===== src/rtl/mix_state_digest_pkg.sv =====
// Shared types and helpers for the mixing-state digest block.
// fold8 is the single definition of the 256b->32b fold used by design and reference model.
package mix_digest_pkg;

   typedef enum logic [1:0] {IDLE, RUN, DRAIN} state_t;

   localparam int ROT_STEP  = 4;
   localparam int CHAIN_ROT = 5;

   // Rotate left via a doubled word so a zero rotate needs no special case
   function automatic logic [31:0] rotl32(input logic [31:0] x, input int unsigned n);
      logic [63:0] d;
      d = {x, x} << (n % 32);
      return d[63:32];
   endfunction

   function automatic logic [31:0] fold8(input logic [255:0] s);
      logic [31:0] f;
      f = '0;
      for (int i = 0; i < 8; i++) begin
         f = f ^ rotl32(s[32*i +: 32], ROT_STEP * i);
      end
      return f;
   endfunction

endpackage


===== src/rtl/mix_state_digest_fifo.sv =====
// Synchronous FIFO holding {frame, digest} entries; pointers carry an extra wrap bit.
// The head is forced to zero while empty so the digest outputs idle at zero.
module digest_fifo #(
   parameter int WIDTH = 40,
   parameter int DEPTH = 4,
   localparam int AW   = $clog2(DEPTH)
) (
   input  logic             clk,
   input  logic             rst,
   input  logic             push,
   input  logic             pop,
   input  logic [WIDTH-1:0] wr_data,
   output logic [WIDTH-1:0] rd_data,
   output logic             full,
   output logic             empty,
   output logic [AW:0]      count
);

   logic [WIDTH-1:0] mem [DEPTH];
   logic [AW:0]      wr_ptr;
   logic [AW:0]      rd_ptr;
   logic             do_push;
   logic             do_pop;

   assign count   = wr_ptr - rd_ptr;
   assign full    = (count == (AW+1)'(DEPTH));
   assign empty   = (wr_ptr == rd_ptr);
   assign do_push = push && !full;
   assign do_pop  = pop && !empty;
   assign rd_data = empty ? '0 : mem[rd_ptr[AW-1:0]];

   always_ff @(posedge clk) begin
      if (rst) begin
         wr_ptr <= '0;
         rd_ptr <= '0;
      end else begin
         if (do_push) wr_ptr <= wr_ptr + 1'b1;
         if (do_pop)  rd_ptr <= rd_ptr + 1'b1;
      end
   end

   always_ff @(posedge clk) begin
      if (do_push) mem[wr_ptr[AW-1:0]] <= wr_data;
   end

endmodule


===== src/rtl/mix_state_digest.sv =====
// Folds each accepted 8x32b mixer sample, chains it into a running signature and
// queues one digest per frame of FRAME_LEN samples for a downstream consumer.
module mix_state_digest
   import mix_digest_pkg::*;
#(
   parameter int          FRAME_LEN  = 16,
   parameter int          NUM_FRAMES = 4,
   parameter int          FIFO_DEPTH = 4,
   parameter logic [31:0] SEED       = 32'h0
) (
   input  logic         clk,
   input  logic         rst,
   input  logic         start,
   input  logic         s_valid,
   output logic         s_ready,
   input  logic [255:0] s_data,
   output logic         d_valid,
   input  logic         d_ready,
   output logic [31:0]  d_data,
   output logic [7:0]   d_frame,
   output logic         busy,
   output logic         done
);

   localparam int CW = (FRAME_LEN > 1) ? $clog2(FRAME_LEN) : 1;
   localparam int AW = $clog2(FIFO_DEPTH);

   state_t      state;
   state_t      state_nxt;
   logic [31:0] acc;
   logic [31:0] acc_nxt;
   logic [CW-1:0] cnt;
   logic [31:0] frame;
   logic        accept;
   logic        last_sample;
   logic        push;
   logic        pop;
   logic        drain_exit;
   logic        fifo_full;
   logic        fifo_empty;
   logic [AW:0] fifo_count;
   logic [39:0] fifo_head;

   assign acc_nxt     = rotl32(acc, CHAIN_ROT) + fold8(s_data);
   assign accept      = s_valid && s_ready;
   assign last_sample = (cnt == CW'(FRAME_LEN - 1));
   assign push        = accept && last_sample;
   assign pop         = d_ready && !fifo_empty;
   // A pop that empties the FIFO lets DRAIN finish in the same cycle
   assign drain_exit  = (state == DRAIN) &&
                        (fifo_empty || (fifo_count == (AW+1)'(1) && pop));

   assign d_valid = !fifo_empty;
   assign d_data  = fifo_head[31:0];
   assign d_frame = fifo_head[39:32];
   assign busy    = (state != IDLE);

   always_comb begin
      state_nxt = state;
      s_ready   = 1'b0;
      case (state)
         IDLE: begin
            if (start) state_nxt = RUN;
         end
         RUN: begin
            s_ready = !fifo_full;
            if (push && frame == 32'(NUM_FRAMES - 1)) state_nxt = DRAIN;
         end
         DRAIN: begin
            if (drain_exit) state_nxt = IDLE;
         end
         default: state_nxt = IDLE;
      endcase
   end

   always_ff @(posedge clk) begin
      if (rst) begin
         state <= IDLE;
         acc   <= SEED;
         cnt   <= '0;
         frame <= '0;
         done  <= 1'b0;
      end else begin
         state <= state_nxt;
         done  <= drain_exit;
         if (state == IDLE && start) begin
            acc   <= SEED;
            cnt   <= '0;
            frame <= '0;
         end else if (accept) begin
            if (last_sample) begin
               acc   <= SEED;
               cnt   <= '0;
               frame <= frame + 1;
            end else begin
               acc <= acc_nxt;
               cnt <= cnt + 1'b1;
            end
         end
      end
   end

   digest_fifo #(
      .WIDTH (40),
      .DEPTH (FIFO_DEPTH)
   ) u_fifo (
      .clk     (clk),
      .rst     (rst),
      .push    (push),
      .pop     (pop),
      .wr_data ({frame[7:0], acc_nxt}),
      .rd_data (fifo_head),
      .full    (fifo_full),
      .empty   (fifo_empty),
      .count   (fifo_count)
   );

endmodule

===== config.mk =====
export PLATFORM = sky130hd
export DESIGN_NAME = mix_state_digest
export DESIGN_NICKNAME = d
export VERILOG_FILES = /design/src/rtl/mix_state_digest_pkg.sv /design/src/rtl/mix_state_digest_fifo.sv /design/src/rtl/mix_state_digest.sv
export SDC_FILE = /design/constraint.sdc
export NUM_CORES = 1
export LEC_CHECK = 0
export CORE_ASPECT_RATIO = 0.5
export CORE_MARGIN = 1.5
export CORE_UTILIZATION = 45
export DETAILED_ROUTE_END_ITERATION = 10
export PLACE_DENSITY = 0.73
export SYNTH_ARGS = -nofsm -noshare
export SYNTH_HDL_FRONTEND = slang
export SYNTH_HIERARCHICAL = 1
export SYNTH_SLANG_ARGS = --single-unit

===== constraint.sdc =====
create_clock -name clk -period 5.2 [get_ports clk]
set_input_delay 0.52 -clock clk [delete_from_list [all_inputs] [get_ports clk]]
set_output_delay 0.52 -clock clk [all_outputs]
set_load 0.02 [all_outputs]

==> flow_summary_export.csv, run 1 <==
group,metric,value,unit
run_status,status,"completed",
global_route,grtUsageTotal,0.212,
setup_path,rr_startpoint,"u_fifo/wr_ptr[0]",
timing,finClkSkew,14.6,ps
setup_path,crit_path_start_kind,"register",
setup_path,reg2reg_slack,1310,ps
route,drc,0,
timing,hold_violations,0,
flow_run,maxCapViolations,0,
route,drtIter0Drc,709,
route,wl_per_cell,18.0,um
floorplan,num_rows,44,
place,portBuffers,304,
clocking,cts.sinks,239,
timing,rsz0062_at_grt,"no",
route,vias,9634,
setup_path,crit_family,"simple AND/OR/NAND/NOR gates",
logic_synthesis,synth_edf_count,160,
setup_path,cp-end-kind,"register",
worst_hold_path,hold_start,"acc[18]",
layout,fillers,2345,
place,gp_congestion,0.877,
logic_synthesis,ys_warn_count,6,
logic_synthesis,ys_ff_latch,239,
timing,tightest_slew,1120,ps
worst_hold_path,hp-class,"reg2reg",
floorplan,core_area,0.0289,sq mm
global_route,antenna_found_initial,0,
logic_synthesis,synthTopCellsByArea,"edfxtp_1, xnor2_1, dfxtp_1",
logic_synthesis,seq_area_frac_synth,0.484,
logic_synthesis,synth_nets,1419,
layout,regArea,0.00639,sq mm
route,first_pass_iters,5,
timing,timing.fmax,257,MHz
worst_hold_path,min_to,"acc[18]",
layout,nets,1727,
clocking,cts_resized,0,
worst_hold_path,min_path_cells,2,
global_route,grt_pass1_wl,49.9,mm
floorplan,die_area,0.0304,sq mm
timing,setup_viol,0,
setup_path,criticalPathCategory,"reg2reg",
route,drt_wl_total,32.9,mm
clocking,htreeDepth,1,
clocking,cts_tree,"built",
logic_synthesis,synth-async-reset-ratio,0,
setup_path,path_common_cell,"nor2_1",
clocking,root_buffer,"clkbuf_16",
setup_path,path_buf_inv,2,
clocking,clkSlewWorstSetupHoldPaths,70,ps
clocking,cts_hold_buffers,0,
clocking,cts.path.max_buffers,3,
place,dp_cells,1787,
timing,final.min_clock_period,3890,ps
setup_path,worstPathRequired,5340,ps
logic_synthesis,synth.avg_cell_area,11.9,sq um
timing,finalMaxSlewViolations,0,
pwr,p_leak,6.03,nW
clocking,postCtsSetupRepairBufs,0,
logic_synthesis,synth_area,0.0132,sq mm
setup_path,r2r_cells,11,
global_route,grt_overflow,0,
floorplan,die_w,245,um
route,avgViaCountPerCell,5.27,
clocking,cts_inserted_buffers,23,
logic_synthesis,synth_top_cell_area_share,0.364,
pwr,powerDensity,306,mW/mm^2
setup_path,path_max_fanout,40,
setup_path,slowest_delay,520,ps
floorplan,initial_core_util,0.457,
floorplan,ios,305,
layout,multi_input_area,0.00660,sq mm
setup_path,crit_chain,"inv_1 > ha_1 > fa_1 > xnor3_2 > nor2_1 > nor3b_4 > nand2_4 > nor2_1 > nor2b_1 > and2_1 > buf_4",
logic_synthesis,synth_top_area_cell,"edfxtp_1",
logic_synthesis,synth-main-ff-cell,"edfxtp_1",
setup_path,r2r_end,"u_fifo/mem[2][13]",
layout,drive_above_1_share,0.0800,
layout,final_cell_count_no_fill,1829,
timing,fin_crit_sh,0.747,
setup_path,crit_slowest_cell,"nor2_1",
clocking,clk_latency,510,ps
global_route,grt_pass1_vias,9536,
global_route,grt_max_degree,56,
setup_path,arrival,4020,ps
logic_synthesis,syn_inst,1113,
layout,antenna_cells,0,
logic_synthesis,synth.distinct_cells,72,
timing,final.setup.tns,0,ps
pwr,ir_drop,0.000184,V
route,drtAntennaViolNets,0,
timing,slew-limit-headroom,0.250,
layout,syn_to_final_growth,32.2,%
place,dp.final_hpwl,25.1,mm
floorplan,dieHeight,124,um
==> synthesized netlist by cell type (all sizes together), types with 9 or more instances <==
master  number
a21oi       44
clkbuf      21
xnor2      216
nand3       33
nor2b       47
o21ai       33
nor3        12
ha          43
and2         9
a22o        11
mux4        40
a22oi       12
nor4         9
nand4       16
xor2        61
dfxtp       79
o21a         9
nor2        85
buf         12
nand2       51
edfxtp     160
inv         25
==> power by group <==
part / internal, mW / total [mW] / switching (mW)
registers: 2.19 / 2.20 / 0.0130
clock network: 0.949 / 1.67 / 0.720
logic: 0.632 / 1.47 / 0.840
==> area by class of cell <==
class | instances | area share
Multi-Input combinational cell | 816 | 0.378
Sequential cell | 239 | 0.366
Timing Repair Buffer | 316 | 0.180
Clock buffer | 28 | 0.0352
Tap cell | 391 | 0.0280
Clock inverter | 14 | 0.00767
Inverter | 25 | 0.00537
==> stage by stage <==
| step | setup slack, ps | total power [mW] | hold slack (ps) | area, sq um | utilization |
|---|---|---|---|---|---|
| floorplan | 1430 | 3.14 | 432 | 13200 | - |
| global placement | 1180 | 3.65 | 448 | 16700 | 0.578 |
| detailed placement | 1110 | 3.70 | 453 | 16700 | 0.578 |
| CTS | 1270 | 5.36 | 463 | 17500 | 0.604 |
| global route | 1070 | 5.57 | 494 | 17500 | 0.604 |
| finish | 1310 | 5.34 | 461 | 17500 | 0.604 |
==> kinds of logic after synthesis <==
family | share of synthesized area
flops | 0.484
buf+inv | 0.0181
simple gates | 0.118
mux | 0.0714
fa+ha+maj | 0.0438
xor+xnor | 0.186
compound gates | 0.0794
==> metal layers <==
layer,up-vias,global-route usage,share of wire
li1,4624,-,-
met1,4663,0.279,0.43
met2,307,0.367,0.48
met3,40,0.0431,0.071
met4,0,0.0409,0.017
met5,-,0,0
==> worst reg2reg max path: stages (launching register included) <==
cell and delay (ps):
dfxtp_1 360, inv_1 110, ha_1 230, fa_1 380, xnor3_2 280, nor2_1 140
nor3b_4 260, nand2_4 270, nor2_1 530, nor2b_1 260, and2_1 150, buf_4 510
==> how the worst max path moves through the flow <==
| stage | slack [ps] | startpoint | end | cells after the start |
|---|---|---|---|---|
| 2_1_floorplan | 1430 | u_fifo/wr_ptr[0] | u_fifo/mem[0][0] | 10 |
| 3_3_place_gp | 1180 | s_data[228] | u_fifo/mem[0][16] | 15 |
| 3_5_place_dp | 1110 | s_data[204] | acc[23] | 13 |
| 4_1_cts | 1270 | u_fifo/wr_ptr[0] | u_fifo/mem[1][6] | 11 |
| 5_1_grt | 1070 | u_fifo/wr_ptr[0] | u_fifo/mem[1][6] | 11 |
| 6_report | 1310 | u_fifo/wr_ptr[0] | u_fifo/mem[2][13] | 11 |
==> registers in the layout, indices dropped and copies added, names as in the netlist, named ones only <==
name and cells:
cnt 4, state 2, acc 32, u_fifo/rd_ptr 3, u_fifo/wr_ptr 3, u_fifo/mem 160, frame 32, done 1
==> cells in the final DEF (no fill, tap or decap), drive strengths merged, types with 4 or more instances in the layout <==
cell and count:
clkdlybuf4s50 304, xnor2 216, edfxtp 160, nor2 85
dfxtp 79, xor2 61, nand2 51, nor2b 47
a21oi 44, ha 43, mux4 40, nand3 33
o21ai 33, inv 28, clkbuf 28, nand4 16
a22oi 12, nor3 12, buf 12, a22o 11
o21a 9, and2 9, nor4 9, or3 7
and3 7, clkinv 7, a21o 6, nand2b 6
a211oi 5, o31ai 5, and4 4, o211ai 4
No activity file was read; power rests on OpenSTA's default activity.
==> run 2: changes to the inputs <==
PLACE_DENSITY = 0.76   (was 0.73)
clock period = 3.4 ns   (was 5.2 ns; I/O delays follow)
==> flow_summary_export.csv, run 2 (same netlist as run 1, synthesis figures left out) <==
group,metric,value,unit
route,vias,10000,
layout,nets,1829,
layout,antenna_cells,0,
global_route,busiest_layer,"met2",
floorplan,core_area,0.0289,sq mm
timing,final.setup.tns,0,ps
timing,setup_viol,0,
layout,syn_to_final_growth,39.5,%
route,avgViaCountPerCell,5.19,
timing,finalMaxSlewViolations,0,
setup_path,slowest_delay,570,ps
setup_path,crit_chain,"inv_1 > ha_1 > nand2_1 > nor2_4 > buf_4 > nor2b_1 > clkdlybuf4s50_1",
setup_path,r2r_end,"frame[20]",
setup_path,criticalPathCategory,"reg2out",
layout,final_core_util,0.637,
clocking,cts_hold_buffers,0,
layout,largest_register_ffs,160,
clocking,clk_latency,540,ps
layout,fillers,2222,
timing,slew-limit-headroom,0.499,
place,dp.final_hpwl,26.9,mm
pwr,ir_drop,0.000326,V
timing,final.min_clock_period,3250,ps
global_route,grtUsageTotal,0.227,
floorplan,ios,305,
pwr,powerDensity,479,mW/mm^2
setup_path,r2r_cells,13,
clocking,cts_tree,"built",
floorplan,initial_core_util,0.457,
route,drtAntennaViolNets,0,
layout,final_area,0.0184,sq mm
layout,regArea,0.00639,sq mm
layout,final_common_cell,"clkdlybuf4s50_1",
route,first_pass_iters,5,
global_route,met2_usage,0.394,
worst_hold_path,hp-class,"reg2reg",
run_status,status,"completed",
route,wl_per_cell,18.2,um
global_route,gr-usage-met1,0.309,
clocking,cts_inserted_buffers,23,
setup_path,cp-endpoint,"d_data[22]",
timing,setup_slack,148,ps
global_route,grt_overflow,0,
floorplan,num_rows,44,
place,post_dp_cell_area,0.0175,sq mm
timing,hold_violations,0,
layout,drive_above_1_share,0.151,
global_route,grt_pass1_vias,10000,
flow_run,maxCapViolations,0,
clocking,cts.path.max_buffers,3,
setup_path,crit_path_start_kind,"register",
place,dp_slack,-396,ps
clocking,clkSlewWorstSetupHoldPaths,70,ps
clocking,htreeDepth,1,
setup_path,crit_path_start,"u_fifo/wr_ptr[0]",
pwr,p_leak,6.58,nW
global_route,grt_pass1_wl,53.3,mm
clocking,root_buffer,"clkbuf_16",
route,drt_wl_total,35.1,mm
route,drtIter0Drc,696,
floorplan,die_area,0.0304,sq mm
floorplan,dieHeight,124,um
timing,timing.fmax,308,MHz
timing,tightest_slew,749,ps
place,portBuffers,304,
clocking,cts.sinks,239,
setup_path,cp-end-kind,"primary output",
global_route,met3_usage,0.0343,
setup_path,worstPathRequired,3060,ps
setup_path,crit_slowest_cell,"clkdlybuf4s50_1",
setup_path,rr_startpoint,"u_fifo/wr_ptr[0]",
route,drc,0,
setup_path,path_max_fanout,14,
layout,multi_input_area,0.00665,sq mm
setup_path,reg2reg_slack,160,ps
timing,fin_crit_sh,0.956,
timing,finClkSkew,13.8,ps
place,gp_congestion,0.903,
global_route,antenna_found_initial,0,
layout,layout_common_cells,"clkdlybuf4s50_1, xnor2_1, edfxtp_1, buf_4, nor2_1",
global_route,grt_max_degree,41,
setup_path,arrival,2910,ps
floorplan,die_w,245,um
-- run 2: cell types whose count changed in the layout (fill, tap and decap cells not counted), moves of 2 or more --
cell      delta
buf_12       +6
and2_2       +3
clkinv_2     -2
clkinv_1     -3
nor2_2       +4
buf_4       +95
and2_1       -3
nor2_1       -3
-- run 2: worst min path at each step --
| stage | depth (start not counted) | slack, ps | to | from |
|---|---|---|---|---|
| finish | 2 | 460 | acc[18] | acc[18] |
| global route | 2 | 480 | acc[18] | acc[18] |
| CTS | 2 | 460 | acc[18] | acc[18] |
| detailed placement | 2 | 450 | acc[18] | acc[18] |
| global placement | 2 | 450 | acc[18] | acc[18] |
| floorplan | 1 | 410 | register | rst |
-- run 2: layout make-up --
type,instances,area share
multi-input combinational,817,0.361
sequential,239,0.347
timing repair buffer,417,0.216
clock buffer,30,0.0343
tap,391,0.0266
clock inverter,12,0.00985
inverter,25,0.00510
-- run 2: stage by stage --
stage	hold slack (ps)	cells	total power, mW
global placement	451	1884	6.00
detailed placement	451	1884	6.07
finish	459	1931	8.83
global route	481	1931	9.19
floorplan	412	1113	4.81
CTS	462	1926	8.83
-- run 2: critical path, delay by kind of cell (launching register included) --
kind                       cells  cell delay [ps]
buffers and inverters          3              970
DFF                            1              380
and+or+nand+nor                3              690
adders and majority gates      1              340
-- run 2: power by group --
part / switching, mW / internal [mW]
combinational: 1.37 / 1.31
sequential: 0.0213 / 3.34
clock: 1.20 / 1.58
-- run 2: what timing repair did --
| item | CTS | global route |
|---|---|---|
| pin swaps | 1 | 3 |
| buffers inserted | 0 | 4 |
| setup endpoints to repair | 3 | 51 |
| resized for setup | 1 | 10 |
| cloned | 0 | 1 |
-- run 2: metal layers --
metal  share of wire  vias up  wire length, um
met1            0.44     4865            15500
li1                -     4830                -
met4           0.016        0              567
met5               0        -                0
met3           0.053       47             1860
met2            0.49      289            17100
==> run 3: changes to the inputs <==
--- a/config.mk
+++ b/config.mk
@@ -10,2 +10,3 @@
 export CORE_UTILIZATION = 45
+export CTS_CLUSTER_DIAMETER = 150
 export DETAILED_ROUTE_END_ITERATION = 10
==> constraint.sdc (replaced) <==
create_clock -name clk -period 3.4 [get_ports clk]
set_input_delay 0.51 -clock clk [delete_from_list [all_inputs] [get_ports clk]]
set_output_delay 0.51 -clock clk [all_outputs]
set_load 0.02 [all_outputs]
==> flow_summary_export.csv, run 3 (same netlist as run 1, synthesis figures left out) <==
group,metric,value,unit
run_status,status,"completed",
setup_path,crit_path_start_kind,"input pin",
global_route,antenna_found_initial,0,
layout,final_cell_count_no_fill,1939,
worst_hold_path,hp-class,"reg2reg",
setup_path,crit_slowest_cell,"clkdlybuf4s50_1",
global_route,grt_overflow,0,
layout,antenna_cells,0,
global_route,grt_max_degree,41,
clocking,clk_latency,530,ps
worst_hold_path,min_path_cells,2,
setup_path,path_common_cell,"xnor2_2",
clocking,root_buffer,"clkbuf_16",
setup_path,rr_startpoint,"u_fifo/wr_ptr[0]",
pwr,p_sw,2.54,mW
timing,finalMaxSlewViolations,0,
setup_path,worstPathRequired,3860,ps
pwr,power_frac_clock,0.285,
clocking,cts.sinks,239,
setup_path,criticalPathCategory,"in2reg",
setup_path,path_buf_inv,2,
layout,final_common_cell,"clkdlybuf4s50_1",
pwr,ir_drop,0.000328,V
floorplan,die_w,245,um
global_route,grt_pass1_vias,10100,
timing,fin_crit_sh,0.970,
timing,final.min_clock_period,3300,ps
route,wl_per_cell,18.3,um
clocking,cts_inserted_buffers,22,
layout,nets,1839,
floorplan,die_area,0.0304,sq mm
place,portBuffers,304,
layout,layout_common_cells,"clkdlybuf4s50_1, xnor2_1, edfxtp_1, buf_4, nor2_1",
setup_path,reg2reg_slack,180,ps
worst_hold_path,hold_start,"acc[18]",
route,avgViaCountPerCell,5.23,
floorplan,dieHeight,124,um
route,vias,10100,
place,dp.final_hpwl,26.9,mm
pwr,power.share.sequential,0.390,
pwr,intPower,6.09,mW
clocking,cts_hold_buffers,0,
route,drt_wl_total,35.4,mm
worst_hold_path,min_to,"acc[18]",
clocking,cts.path.max_buffers,3,
layout,drive_above_1_share,0.176,
layout,syn_to_final_growth,41.2,%
layout,fillers,2198,
route,drtAntennaViolNets,0,
setup_path,r2r_cells,10,
flow_run,maxCapViolations,0,
timing,slew-limit-headroom,0.280,
timing,final.setup.tns,0,ps
setup_path,slowest_delay,480,ps
pwr,combPwrFrac,0.325,
pwr,p_leak,6.84,nW
pwr,switching_share,0.295,
clocking,htreeDepth,1,
timing,setup_viol,0,
route,drc,0,
clocking,cts_tree,"built",
floorplan,ios,305,
timing,hold_violations,0,
place,gp_congestion,0.899,
setup_path,r2r_end,"acc[19]",
floorplan,num_rows,44,
clocking,clkSlewWorstSetupHoldPaths,70,ps
floorplan,initial_core_util,0.457,
setup_path,crit_family,"compound AO/OA/AOI/OAI gates",
layout,largest_register_ffs,160,
route,drtIter0Drc,662,
setup_path,path_max_fanout,5,
place,dp_cells,1891,
timing,hold_ws,472,ps
setup_path,arrival,3760,ps
pwr,powerDensity,463,mW/mm^2
pwr,total_power,8.63,mW
timing,finClkSkew,20.6,ps
timing,timing.fmax,303,MHz
setup_path,crit_chain,"clkdlybuf4s50_1 > xnor2_2 > xnor2_2 > xnor2_2 > ha_1 > a21o_1 > a21oi_1 > o21ai_2 > o211ai_1 > nand4_1 > a2111o_1 > o211ai_1 > buf_4 > a22o_1",
global_route,grt_pass1_wl,53.8,mm
timing,tightest_slew,1070,ps
setup_path,cp-end-kind,"register",
route,first_pass_iters,5,
global_route,grtUsageTotal,0.230,
floorplan,core_area,0.0289,sq mm
==> run 3: worst reg2reg max path, delay by kind of cell, from the launching register on <==
kind,cells,cell delay [ps]
AND/OR/NAND/NOR,4,1380
flip-flops,1,360
XOR/XNOR,1,240
buffers and inverters,2,430
adder cells (fa/ha/maj),2,610
AO/OA/AOI/OAI,1,150
==> run 3: cell type report <==
cell class / instances / area (sq um) / share of cell area
sequential: 239 / 6390 / 0.343
inverter: 25 / 93.8 / 0.00504
timing repair buffer: 428 / 4090 / 0.219
clock buffer: 30 / 581 / 0.0312
multi-input combinational: 817 / 6880 / 0.369
clock inverter: 9 / 119 / 0.00638
tap: 391 / 489 / 0.0263
==> run 3: worst max-delay path by stage <==
stage | from | end | slack, ps | depth (start not counted)
4_1_cts | s_data[228] | u_fifo/mem[0][30] | 6 | 16
2_1_floorplan | u_fifo/wr_ptr[0] | u_fifo/mem[0][0] | 60 | 10
3_5_place_dp | s_data[148] | acc[28] | -570 | 15
5_1_grt | s_data[233] | acc[31] | -10 | 14
6_report | s_data[94] | acc[31] | 100 | 14
3_3_place_gp | s_data[228] | u_fifo/mem[0][26] | -560 | 16
==> run 3: routing by layer <==
layer	global-route usage	wire length, um
met2	0.401	17500
met4	0.0359	459
met5	0	0
met1	0.308	15300
met3	0.0384	2160
==> run 3: power groups by stage <==
| stage | clock network, mW | logic (mW) | registers [mW] |
|---|---|---|---|
| CTS | 2.49 | 2.67 | 3.37 |
| detailed placement | 0 | 2.65 | 3.43 |
| finish | 2.46 | 2.81 | 3.37 |
| floorplan | 0 | 1.39 | 3.42 |
| global placement | 0 | 2.58 | 3.43 |
| global route | 2.60 | 3.02 | 3.37 |
==> run 3: repair_timing <==
action / 4_1_cts / 5_1_grt
endpoints found under the setup margin: 36 / 86
setup buffers: 0 / 8
resized for setup: 5 / 63
pin swaps: 4 / 42
cloned: 1 / 0
==> run 3: per-stage QoR <==
step	area, sq um	setup slack, ps	utilization
floorplan	13200	55.4	-
global placement	17600	-555	0.608
detailed placement	17600	-568	0.608
CTS	18300	6.46	0.632
global route	18600	-10.2	0.645
finish	18600	101	0.645
